`config.mk`:
```
export PLATFORM = sky130hd
export DESIGN_NAME = pwm_fader_multi
export DESIGN_NICKNAME = d
export VERILOG_FILES = /design/src/rtl/pwm_fader_multi.sv
export SDC_FILE = /design/constraint.sdc
export NUM_CORES = 1
export LEC_CHECK = 0
export ABC_AREA = 1
export CAP_MARGIN = 5
export CORE_UTILIZATION = 30
export DETAILED_ROUTE_END_ITERATION = 6
export SLEW_MARGIN = 0
export SYNTH_ARGS = -nofsm -noshare
export SYNTH_HDL_FRONTEND = slang
export SYNTH_SLANG_ARGS = --single-unit
```
`constraint.sdc`:
```
create_clock -name clk -period 11.05 [get_ports clk]
set_clock_uncertainty 0.2 [all_clocks]
set_input_delay 1.105 -clock clk [delete_from_list [all_inputs] [get_ports clk]]
set_output_delay 1.105 -clock clk [all_outputs]
set_load 0.05 [all_outputs]
```
`src/rtl/pwm_fader_multi.sv`:
```
// Multi-channel PWM LED fader: each channel runs off/static/breathe/blink up to its own
// brightness ceiling; active duty is latched only at PWM period boundaries.
module pwm_fader_multi #(
    parameter int unsigned N_CH      = 8,
    parameter int unsigned DUTY_W    = 8,
    parameter int unsigned PRESCALE  = 78,
    parameter int unsigned FADE_TICK = 3_125_000,
    parameter int unsigned STEP      = 4,
    parameter int unsigned BLINK_DIV = 4,
    localparam int unsigned CH_W     = (N_CH > 1) ? $clog2(N_CH) : 1
) (
    input  logic              clk,
    input  logic              rst,
    input  logic              cfg_we,
    input  logic [CH_W-1:0]   cfg_ch,
    input  logic [1:0]        cfg_mode,
    input  logic [DUTY_W-1:0] cfg_level,
    output logic [N_CH-1:0]   leds,
    output logic              period_start
);

    localparam int unsigned PRE_W  = (PRESCALE > 1) ? $clog2(PRESCALE) : 1;
    localparam int unsigned FADE_W = $clog2(FADE_TICK);
    localparam int unsigned BLK_W  = (BLINK_DIV > 1) ? $clog2(BLINK_DIV) : 1;

    localparam logic [PRE_W-1:0]  PRE_LAST  = PRE_W'(PRESCALE - 1);
    localparam logic [FADE_W-1:0] FADE_LAST = FADE_W'(FADE_TICK - 1);
    localparam logic [BLK_W-1:0]  BLK_LAST  = BLK_W'(BLINK_DIV - 1);
    localparam logic [DUTY_W:0]   STEP_X    = (DUTY_W + 1)'(STEP);

    typedef enum logic [1:0] {
        ModeOff     = 2'd0,
        ModeStatic  = 2'd1,
        ModeBreathe = 2'd2,
        ModeBlink   = 2'd3
    } mode_e;

    // Shared timebase
    logic [PRE_W-1:0]  pre_cnt_q, pre_cnt_d;
    logic [DUTY_W-1:0] pwm_cnt_q, pwm_cnt_d;
    logic [FADE_W-1:0] fade_cnt_q, fade_cnt_d;
    logic [BLK_W-1:0]  blk_cnt_q, blk_cnt_d;
    logic              blink_phase_q, blink_phase_d;
    logic              pre_wrap;
    logic              b_evt;
    logic              f_evt;

    // Per-channel state
    mode_e             mode_q  [N_CH];
    mode_e             mode_d  [N_CH];
    logic [DUTY_W-1:0] level_q [N_CH];
    logic [DUTY_W-1:0] level_d [N_CH];
    logic [DUTY_W-1:0] cur_q   [N_CH];
    logic [DUTY_W-1:0] cur_d   [N_CH];
    logic [DUTY_W-1:0] act_q   [N_CH];
    logic [DUTY_W-1:0] act_d   [N_CH];
    logic [N_CH-1:0]   dir_q, dir_d;
    logic [N_CH-1:0]   leds_d;
    logic              wr_ok;

    assign wr_ok = cfg_we && ({1'b0, cfg_ch} < (CH_W + 1)'(N_CH));

    always_comb begin
        pre_wrap      = (pre_cnt_q == PRE_LAST);
        pre_cnt_d     = pre_wrap ? '0 : pre_cnt_q + 1'b1;
        // pwm_cnt spans the full DUTY_W range, so it wraps naturally
        pwm_cnt_d     = pre_wrap ? pwm_cnt_q + 1'b1 : pwm_cnt_q;
        b_evt         = pre_wrap && (pwm_cnt_q == '1);
        f_evt         = (fade_cnt_q == FADE_LAST);
        fade_cnt_d    = f_evt ? '0 : fade_cnt_q + 1'b1;
        blk_cnt_d     = blk_cnt_q;
        blink_phase_d = blink_phase_q;
        if (f_evt) begin
            if (blk_cnt_q == BLK_LAST) begin
                blk_cnt_d     = '0;
                blink_phase_d = ~blink_phase_q;
            end else begin
                blk_cnt_d = blk_cnt_q + 1'b1;
            end
        end
    end

    always_comb begin
        dir_d  = dir_q;
        leds_d = '0;
        for (int k = 0; k < N_CH; k++) begin
            mode_d[k]  = mode_q[k];
            level_d[k] = level_q[k];
            cur_d[k]   = cur_q[k];
            act_d[k]   = b_evt ? cur_q[k] : act_q[k];
            leds_d[k]  = (pwm_cnt_q < act_q[k]);

            // A write to this channel takes priority over a coincident fade tick
            if (wr_ok && (cfg_ch == CH_W'(k))) begin
                mode_d[k]  = mode_e'(cfg_mode);
                level_d[k] = cfg_level;
                if (mode_e'(cfg_mode) == ModeBreathe) begin
                    cur_d[k] = '0;
                    dir_d[k] = 1'b0;
                end
            end else begin
                unique case (mode_q[k])
                    ModeOff:    cur_d[k] = '0;
                    ModeStatic: cur_d[k] = level_q[k];
                    ModeBlink: begin
                        if (f_evt) begin
                            cur_d[k] = blink_phase_q ? level_q[k] : '0;
                        end
                    end
                    ModeBreathe: begin
                        if (f_evt) begin
                            if (!dir_q[k]) begin
                                if (({1'b0, cur_q[k]} + STEP_X) >= {1'b0, level_q[k]}) begin
                                    cur_d[k] = level_q[k];
                                    dir_d[k] = 1'b1;
                                end else begin
                                    cur_d[k] = cur_q[k] + STEP_X[DUTY_W-1:0];
                                end
                            end else begin
                                if ({1'b0, cur_q[k]} <= STEP_X) begin
                                    cur_d[k] = '0;
                                    dir_d[k] = 1'b0;
                                end else begin
                                    cur_d[k] = cur_q[k] - STEP_X[DUTY_W-1:0];
                                end
                            end
                        end
                    end
                    default: cur_d[k] = '0;
                endcase
            end
        end
    end

    always_ff @(posedge clk or posedge rst) begin
        if (rst) begin
            pre_cnt_q     <= '0;
            pwm_cnt_q     <= '0;
            fade_cnt_q    <= '0;
            blk_cnt_q     <= '0;
            blink_phase_q <= 1'b0;
            dir_q         <= '0;
            leds          <= '0;
            period_start  <= 1'b0;
            for (int k = 0; k < N_CH; k++) begin
                mode_q[k]  <= ModeOff;
                level_q[k] <= '0;
                cur_q[k]   <= '0;
                act_q[k]   <= '0;
            end
        end else begin
            pre_cnt_q     <= pre_cnt_d;
            pwm_cnt_q     <= pwm_cnt_d;
            fade_cnt_q    <= fade_cnt_d;
            blk_cnt_q     <= blk_cnt_d;
            blink_phase_q <= blink_phase_d;
            dir_q         <= dir_d;
            leds          <= leds_d;
            period_start  <= b_evt;
            for (int k = 0; k < N_CH; k++) begin
                mode_q[k]  <= mode_d[k];
                level_q[k] <= level_d[k];
                cur_q[k]   <= cur_d[k];
                act_q[k]   <= act_d[k];
            end
        end
    end

endmodule
```
After elaboration in Yosys (flattened, before gate mapping)
Cells that the tools add are included.

cells by class
  mux-type cells = 117
  order comparisons = 24
  equal/unequal tests = 60
  add/sub/neg operators = 28
  reductions and logical operators = 51
  bitwise operators = 1

operators by type and width
  cell                     count
  $mux W8                  57
  $pmux W8 S4              8
  $add A8 B3 Y9 const B    8
  $ge A9 B8 Y1             8
  $add A8 B3 Y8 const B    8
  $le A8 B3 Y1 const B     8
  $lt A8 B8 Y1             8
  $sub A8 B3 Y8 const B    8
  $mux W1                  49
  $ne A3 B3 Y1 const B     16
  $reduce_and A3 Y1        16
  $eq A2 B2 Y1 const B     18
  $reduce_bool A2 Y1       16
  $add A22 B1 Y22 const B  1
  $eq A22 B22 Y1 const B   1
  $mux W22                 1
  $eq A2 B1 Y1 const B     8
  $logic_not A2 Y1         8
  $eq A3 B3 Y1 const B     4
  $logic_and A1 B1 Y1      9
  $add A8 B1 Y8 const B    1
  $eq A8 B8 Y1 const B     1
  $ne A2 B1 Y1 const B     4
  $ne A2 B2 Y1 const B     4
  other kinds (10)         11

storage, ports and cells
  flip-flop bits (word level) = 265
  output and inout bits = 9

Depth between registers and ports, before layout
Gate-level depths: netlist of run 1.

  depth after elaboration = 7
  depth in mapped cells = 17
  mapped depth without buffers = 17

Worst setup path before layout of run 1
No wires, ideal clock.

  path type = input -> register
  from = in cfg_we
  to = reg cur_q[27] (netlist name)
  data arrival time = 2.222 ns
  data required time = 10.734 ns
  stages on the path = 11
  path buffers = 0
  slack = 8.512 ns
  cell sequence = nand2_1 -> nor2_2 -> inv_1 -> nor2_1 -> inv_1 -> nand2_1 -> nor2_2 -> nand2_1 -> inv_1 -> nand2_1 -> nand2_1

on the way
  word-level cells in the longest chain between the ends = 3
  elaborated cells between the ends (all ways) = 6
  those cells by class = 3 x eq/ne; 1 x mux; 2 x reduce/logical

ends and longest elaborated chain
  what                                                    line  text
  start, declared                                         14    input logic cfg_we,
  $logic_and A1 B1 Y1 *                                   94    if (wr_ok && (cfg_ch == CH_W'(k))) begin
  $ne A3 B3 Y1 (no line) or $ne A2 B2 Y1 (tied branches)  -
  $reduce_and A3 Y1 (no line)                             -
  end signal, assigned by index                           163   cur_q[k] <= cur_d[k];
  end, declared                                           53    logic [DUTY_W-1:0] cur_q [N_CH];

Mark *: on every way between the ends. The rest lies on a longest branch, timed or not.
A chain may end at the register's enable or synchronous reset.

Worst setup path in the final report of run 1
  from = in cfg_mode[1]
  to = reg cur_q[27] (netlist name)

on the way
  word-level cells in the longest chain between the ends = 3

ends and longest elaborated chain
  what                         line  text
  start, declared              16    input logic [1:0] cfg_mode,
  $eq A2 B2 Y1                 97    if (mode_e'(cfg_mode) == ModeBreathe) begin
  $ne A2 B2 Y1 (no line)       -
  $reduce_and A3 Y1 (no line)  -

No other way between the ends.

==> summary.txt, run 1 <==
Die
  • Initial cell density of the core: 0.305
  • DIE AREA: 58,500 µm²
  • Die height: 242 µm
  • Core ar.: 56,600 µm²
  • # IOs: 25
  • FP Rows: 87
  • Die outline width: 242 µm

Global routing
  • Grt ovf: 0
  • GR met2 Demand/Resource: 0.238
  • Met3 usage: 0.0212
  • Total track usage: 0.152
  • Vias in the first global route: 13,554
  • First-pass GRT wire length: 72.5 mm
  • Gr busiest metal: met2
  • M1 GR Usage: 0.216
  • Largest net degree at the start of global routing: 146
  • Initial antenna violation count: 0

Worst setup path
  • CP Launch Type: input port
  • Critical-path top delay cell: nor2_1
  • Reg2reg path depth: 7
  • Worst-path cell chain: clkdlybuf4s50_1 -> inv_1 -> nor2_1 -> buf_4 -> nor2_1 -> inv_1 -> nand2_1 -> nor2_2 -> nand2_1 -> inv_1 -> nand2_1 -> nand2_1
  • CP max FO: 9
  • Required @ worst endpoint: 11.33 ns
  • CP Class: input port to flip-flop
  • Largest stage delay on the critical path: 0.56 ns
  • RR Startpoint: pre_cnt_q[5]
  • Flop2flop setup slack: 7.97 ns
  • Cell repeated most along the worst path: nand2_1
  • FF-to-FF End: act_q[55]
  • Crit path DAT: 3.61 ns
  • CP Capture Type: flip-flop

STA
  • Actual slew at the worst max-slew pin: 1.11 ns
  • Final slew viol count: 0
  • Slew headroom: 0.260
  • Worst hold slack: 0.273 ns
  • Max Clock Freq: 0.300 GHz
  • Setup Viol. Count Final: 0
  • TNS Setup: 0 ns
  • Min Tclk post-route: 3.34 ns
  • RSZ-0062 raised after global routing: false
  • Final hold vios: 0
  • Period utilization: 0.302

Synth
  • Syn Area/Cell: 7.32 µm²
  • Mux cell area share after synthesis: 0
  • Synth area leaders: dfrtp_1, nand2_1, ha_1
  • Register bit count reported by yosys: 265
  • Top post-synthesis cells by count: nand2_1, inv_1, dfrtp_1
  • Net Count, Synth: 2,522
  • Synth warn: 0
  • Synth Area in XOR/XNOR: 0.0335
  • Synth Flop Type: dfrtp_1
  • Top cell type by total area after synthesis: dfrtp_1
  • Register area share after synthesis: 0.384
  • Post-synthesis simple-gate area fraction: 0.258
  • Post-Synthesis Cells: 2,357
  • Mapped cell area: 17,300 µm²
  • Synth Area in Compound Gates: 0.124
  • Synth top area share: 0.384
  • Cell with the most instances after synthesis: nand2_1
  • Ys async rst share: 1.00
  • Post-synth cell types: 47
  • Synth Area in Adders: 0.108
  • Largest family of logic cells by synthesized area: simple AND/OR/NAND/NOR gates
  • Post-synth EDFFs: 0

Clock tree
  • Post_cts resized: 0
  • CTS tree: yes
  • Skew-Pair Late Insertion Delay: 0.54 ns
  • CTS Buf Count: 34
  • CTS H-tree lvls: 2
  • Clock transition at path regs: 0.05 ns
  • Root Buffer: clkbuf_16
  • Setup Fix Bufs, Post-CTS: 0
  • TritonCTS Sinks: 265
  • CTS Hold Bufs: 0
  • Clock buffer depth: 3

Layout
  • Post-layout instance area: 19,500 µm²
  • Share of layout cells above drive strength 1: 0.0415
  • ANT cells: 0
  • Fin nets: 2,529
  • Area Growth Syn to Fin: 12.8%

Placed design
  • PortBufs: 24
  • GPL Wtd Cong: 0.846
  • Final HPWL DP: 30.6 mm
  • Placed cell areas: 18,300 µm²

Power and ir drop
  • Static Leak: 10.0 nW
  • Logic pwr share: 0.355
  • Switch Pwr: 1.46 mW
  • Clock power frac: 0.317
  • Reg power frac: 0.328
  • Power Internal: 2.34 mW
  • VDD IR max: 0.0896 mV
  • Pwr dens: 195 nW/µm²
  • Sw frac: 0.385

Min path
  • Hold Startpoint: cur_q[8]
  • HP Class: flip-flop to flip-flop
  • Min-Delay Path Depth: 2
  • Min-Delay Endpoint: cur_q[8]

Run
  • MaxCap Viol Count: 0

Route
  • DR iter-0 viols: 1,032
  • Total Wirelength: 44.1 mm
  • First-pass DRT Iterations: 5
  • DR DRC count: 0
  • Final ANT Viol Nets: 0
  • Vias: 14,492
  • Vias per inst: 4.62
  • WL per Instance: 14.0 µm

Outcome
  • Outcome: completed
-- worst max path at each step --
stage / end / startpoint / cells past startpoint
floorplan: act_q[0] / rst / 1
global placement: cur_q[33] / cfg_we / 11
detailed placement: cur_q[32] / cfg_we / 11
CTS: cur_q[32] / cfg_we / 11
global route: cur_q[63] / cfg_we / 13
finish: cur_q[27] / cfg_mode[1] / 12
-- worst max-delay path: cells and delay by family --
family | cells | cell delay (ns)
buffers and inverters | 5 | 1.08
and+or+nand+nor | 7 | 1.40
-- logic make-up after synthesis --
group	after synthesis
compound gates	385
xor+xnor	66
fa+ha+maj	149
buf+inv	421
flops	265
simple gates	1071
-- layout by cell type (no fill, tap or decap), types with 8 or more instances in the layout --
| master | Yosys | layout |
|---|---|---|
| a21boi_0 | 11 | 11 |
| a21oi_1 | 116 | 116 |
| clkbuf_16 | 0 | 35 |
| clkbuf_8 | 0 | 8 |
| clkdlybuf4s50_1 | 0 | 24 |
| dfrtp_1 | 265 | 265 |
| ha_1 | 149 | 149 |
| inv_1 | 357 | 356 |
| nand2_1 | 716 | 715 |
| nand3_1 | 170 | 170 |
| nand4_1 | 22 | 22 |
| nor2_1 | 105 | 105 |
| nor2_2 | 10 | 10 |
| nor3_1 | 33 | 33 |
| o211ai_1 | 10 | 10 |
| o21ai_0 | 211 | 211 |
| xor2_1 | 59 | 59 |
-- per-layer routing --
| layer | share of wire | up-vias |
|---|---|---|
| met4 | 0.026 | 0 |
| met5 | 0 | - |
| met2 | 0.44 | 277 |
| met3 | 0.044 | 69 |
| met1 | 0.49 | 6589 |
| li1 | - | 7557 |
-- per-stage QoR --
step | total power [mW] | std cells | util | worst slack, ns
2_1_floorplan | 2.28 | 2357 | - | 2.45
3_3_place_gp | 2.60 | 3084 | 0.323 | 7.23
3_5_place_dp | 2.60 | 3084 | 0.323 | 7.19
4_1_cts | 3.82 | 3140 | 0.344 | 7.75
5_1_grt | 4.11 | 3140 | 0.344 | 7.46
6_report | 3.80 | 3140 | 0.344 | 7.71
-- state kept, by name, indices dropped and copies added, names as in the netlist, 2 cells and up --
name        flops
act_q          64
blk_cnt_q       2
leds            8
level_q        64
cur_q          64
pre_cnt_q       7
fade_cnt_q     22
dir_q           8
pwm_cnt_q       8
mode_q         16
-- cell type report --
class                   instances  area [µm²]
repair buffers                 27         275
clock buffers                  45         993
flip-flops and latches        265        6630
inverters                     365        1380
well taps                     756         946
clock inverters                11         209
multi-input cells            1671        9030
fillers                      6033       37100
-- power groups by stage --
stage	registers [mW]	logic [mW]	clock network, mW
finish	1.25	1.35	1.20
CTS	1.24	1.35	1.23
detailed placement	1.26	1.34	0
floorplan	1.19	1.09	0
global placement	1.26	1.34	0
global route	1.27	1.57	1.27
(Power assumes the default switching activity.)
==> run 2, diff against run 1 <==
- clock period: 11.05 -> 3.2 ns (I/O delays scaled with it)
==> run 2 against run 1 <==
Against the previous run:
- count of clock-buffer cells in the layout shrank 1
- combinational power increased to 3.5 times the previous value
- die area unchanged
- cell count up 1.1%
- critical endpoint is now cur_q[57]
==> summary.txt, run 2 (synthesis gave the netlist of run 1 again) <==
STA
  • Max Clock Freq: 0.352 GHz
  • Slew headroom: 0.412
  • Actual slew at the worst max-slew pin: 0.879 ns
  • Final hold vios: 0
  • Slack of the critical path: 0.358 ns
  • Setup Viol. Count Final: 0
  • Final slew viol count: 0
  • RSZ-0062 raised after global routing: false
  • Min Tclk post-route: 2.84 ns
  • Worst hold slack: 0.168 ns
  • Period utilization: 0.888

Global routing
  • Largest net degree at the start of global routing: 90
  • Initial antenna violation count: 0
  • Vias in the first global route: 14,161
  • Grt ovf: 0
  • Total track usage: 0.156
  • First-pass GRT wire length: 74.8 mm

Worst setup path
  • CP Class: flip-flop to flip-flop
  • CP top delay family: simple AND/OR/NAND/NOR gates
  • Critical-path top delay cell: dfrtp_1
  • Crit path DAT: 3.11 ns
  • Crit. path cell count: 16
  • CP Capture Type: flip-flop
  • Flop2flop setup slack: 0.36 ns
  • CP bufs+invs: 2
  • Cell repeated most along the worst path: nand2_1
  • CP Launch Type: flip-flop
  • Crit path to: cur_q[57]
  • Required @ worst endpoint: 3.47 ns
  • Worst-path cell chain: ha_1 -> nand3_1 -> xor2_1 -> inv_1 -> ha_1 -> nand2_1 -> inv_1 -> nand2_1 -> nand2_1 -> nand2_1 -> nand2_1 -> nand2_1 -> nand3_1 -> nand2_1 -> nand2_1 -> nand2_1
  • FF-to-FF End: cur_q[57]
  • Largest stage delay on the critical path: 0.46 ns
  • Reg2reg path depth: 16
  • CP max FO: 8
  • RR Startpoint: cur_q[58]
  • CP startpoint: cur_q[58]

Power and ir drop
  • Static Leak: 10.1 nW
  • Power Total: 12.9 mW
  • Pwr dens: 655 nW/µm²
  • VDD IR max: 0.316 mV

Layout
  • Core Util, Final: 0.347
  • Share of layout cells above drive strength 1: 0.0521
  • Fin nets: 2,557
  • Most frequent cells in the layout: nand2_1, inv_1, dfrtp_1, o21ai_0, nand3_1
  • ANT cells: 0
  • Area Growth Syn to Fin: 13.9%
  • Biggest regs: act_q (64), cur_q (64), level_q (64)
  • Leading cell type in the layout, fill and taps excluded: nand2_1

Route
  • DR iter-0 viols: 1,061
  • First-pass DRT Iterations: 6
  • DR DRC count: 0
  • Final ANT Viol Nets: 0
  • Total Wirelength: 45.1 mm
  • Vias: 14,642
  • WL per Instance: 14.2 µm
  • Vias per inst: 4.61

Clock tree
  • CTS H-tree lvls: 1
  • Setup Fix Bufs, Post-CTS: 0
  • Clock transition at path regs: 0.06 ns
  • Root Buffer: clkbuf_16
  • Skew-Pair Late Insertion Delay: 0.59 ns
  • Clock buffer depth: 3
  • CTS tree: yes
  • CTS Buf Count: 31
  • TritonCTS Sinks: 265

Placed design
  • PortBufs: 24
  • Final HPWL DP: 32.5 mm
  • Pre-CTS setup slack: 0.436 ns
  • GPL Wtd Cong: 0.858

Die
  • Die outline width: 242 µm
  • Die height: 242 µm
  • Initial cell density of the core: 0.305
  • Core ar.: 56,600 µm²
  • FP Rows: 87
  • # IOs: 25
  • DIE AREA: 58,500 µm²

Run
  • MaxCap Viol Count: 0

Outcome
  • Outcome: completed

Min path
  • HP Class: input port to flip-flop
## run 2: worst min path at each step
| stage | slack (ns) | to | start | depth (start not counted) |
|---|---|---|---|---|
| 6_report | 0.17 | level_q[32] | cfg_level[0] | 3 |
| 5_1_grt | 0.18 | level_q[32] | cfg_level[0] | 3 |
| 4_1_cts | 0.14 | level_q[32] | cfg_level[0] | 3 |
| 3_5_place_dp | 0.25 | fade_cnt_q[0] | fade_cnt_q[0] | 1 |
| 3_3_place_gp | 0.25 | fade_cnt_q[0] | fade_cnt_q[0] | 1 |
| 2_1_floorplan | 0.23 | fade_cnt_q[0] | fade_cnt_q[0] | 1 |
## run 2: cell type report
cell class	instances	area, µm²
fill	6039	36900
multi-input combinational	1671	9030
sequential	265	6630
inverter	365	1370
tap	756	946
clock buffer	44	885
timing repair buffer	58	561
clock inverter	14	233
## run 2: stage by stage
stage	TNS [ns]	cell area, µm²	instances
2_1_floorplan	-216.64	17300	2357
3_3_place_gp	0	18500	3114
3_5_place_dp	0	18500	3114
4_1_cts	0	19700	3173
5_1_grt	0	19700	3173
6_report	0	19700	3173
## run 2: tightest hold or removal path, stage by stage
cell and delay, ns:
clkdlybuf4s50_1 0.43, nand2_1 0.08, o21ai_0 0.06
## run 2: report_power, final
group          internal [mW]  switching [mW]  leakage, nW
Combinational           1.66            3.03         6.06
Sequential              3.78           0.532         3.52
Clock                   2.40            1.48        0.543
Total                   7.84            5.04         10.1
## run 2: layer usage
metal	routed length, µm	GRT usage	share of wire	vias up
met5	0	0	0	-
met3	1820	0.0235	0.040	59
li1	-	-	-	7611
met4	1010	0.0352	0.022	0
met2	20300	0.254	0.45	213
met1	21900	0.216	0.49	6759
## run 2: what timing repair did
item	CTS	global route
endpoints found under the hold margin	13	0
hold buffers	1	0
resized for setup	0	0
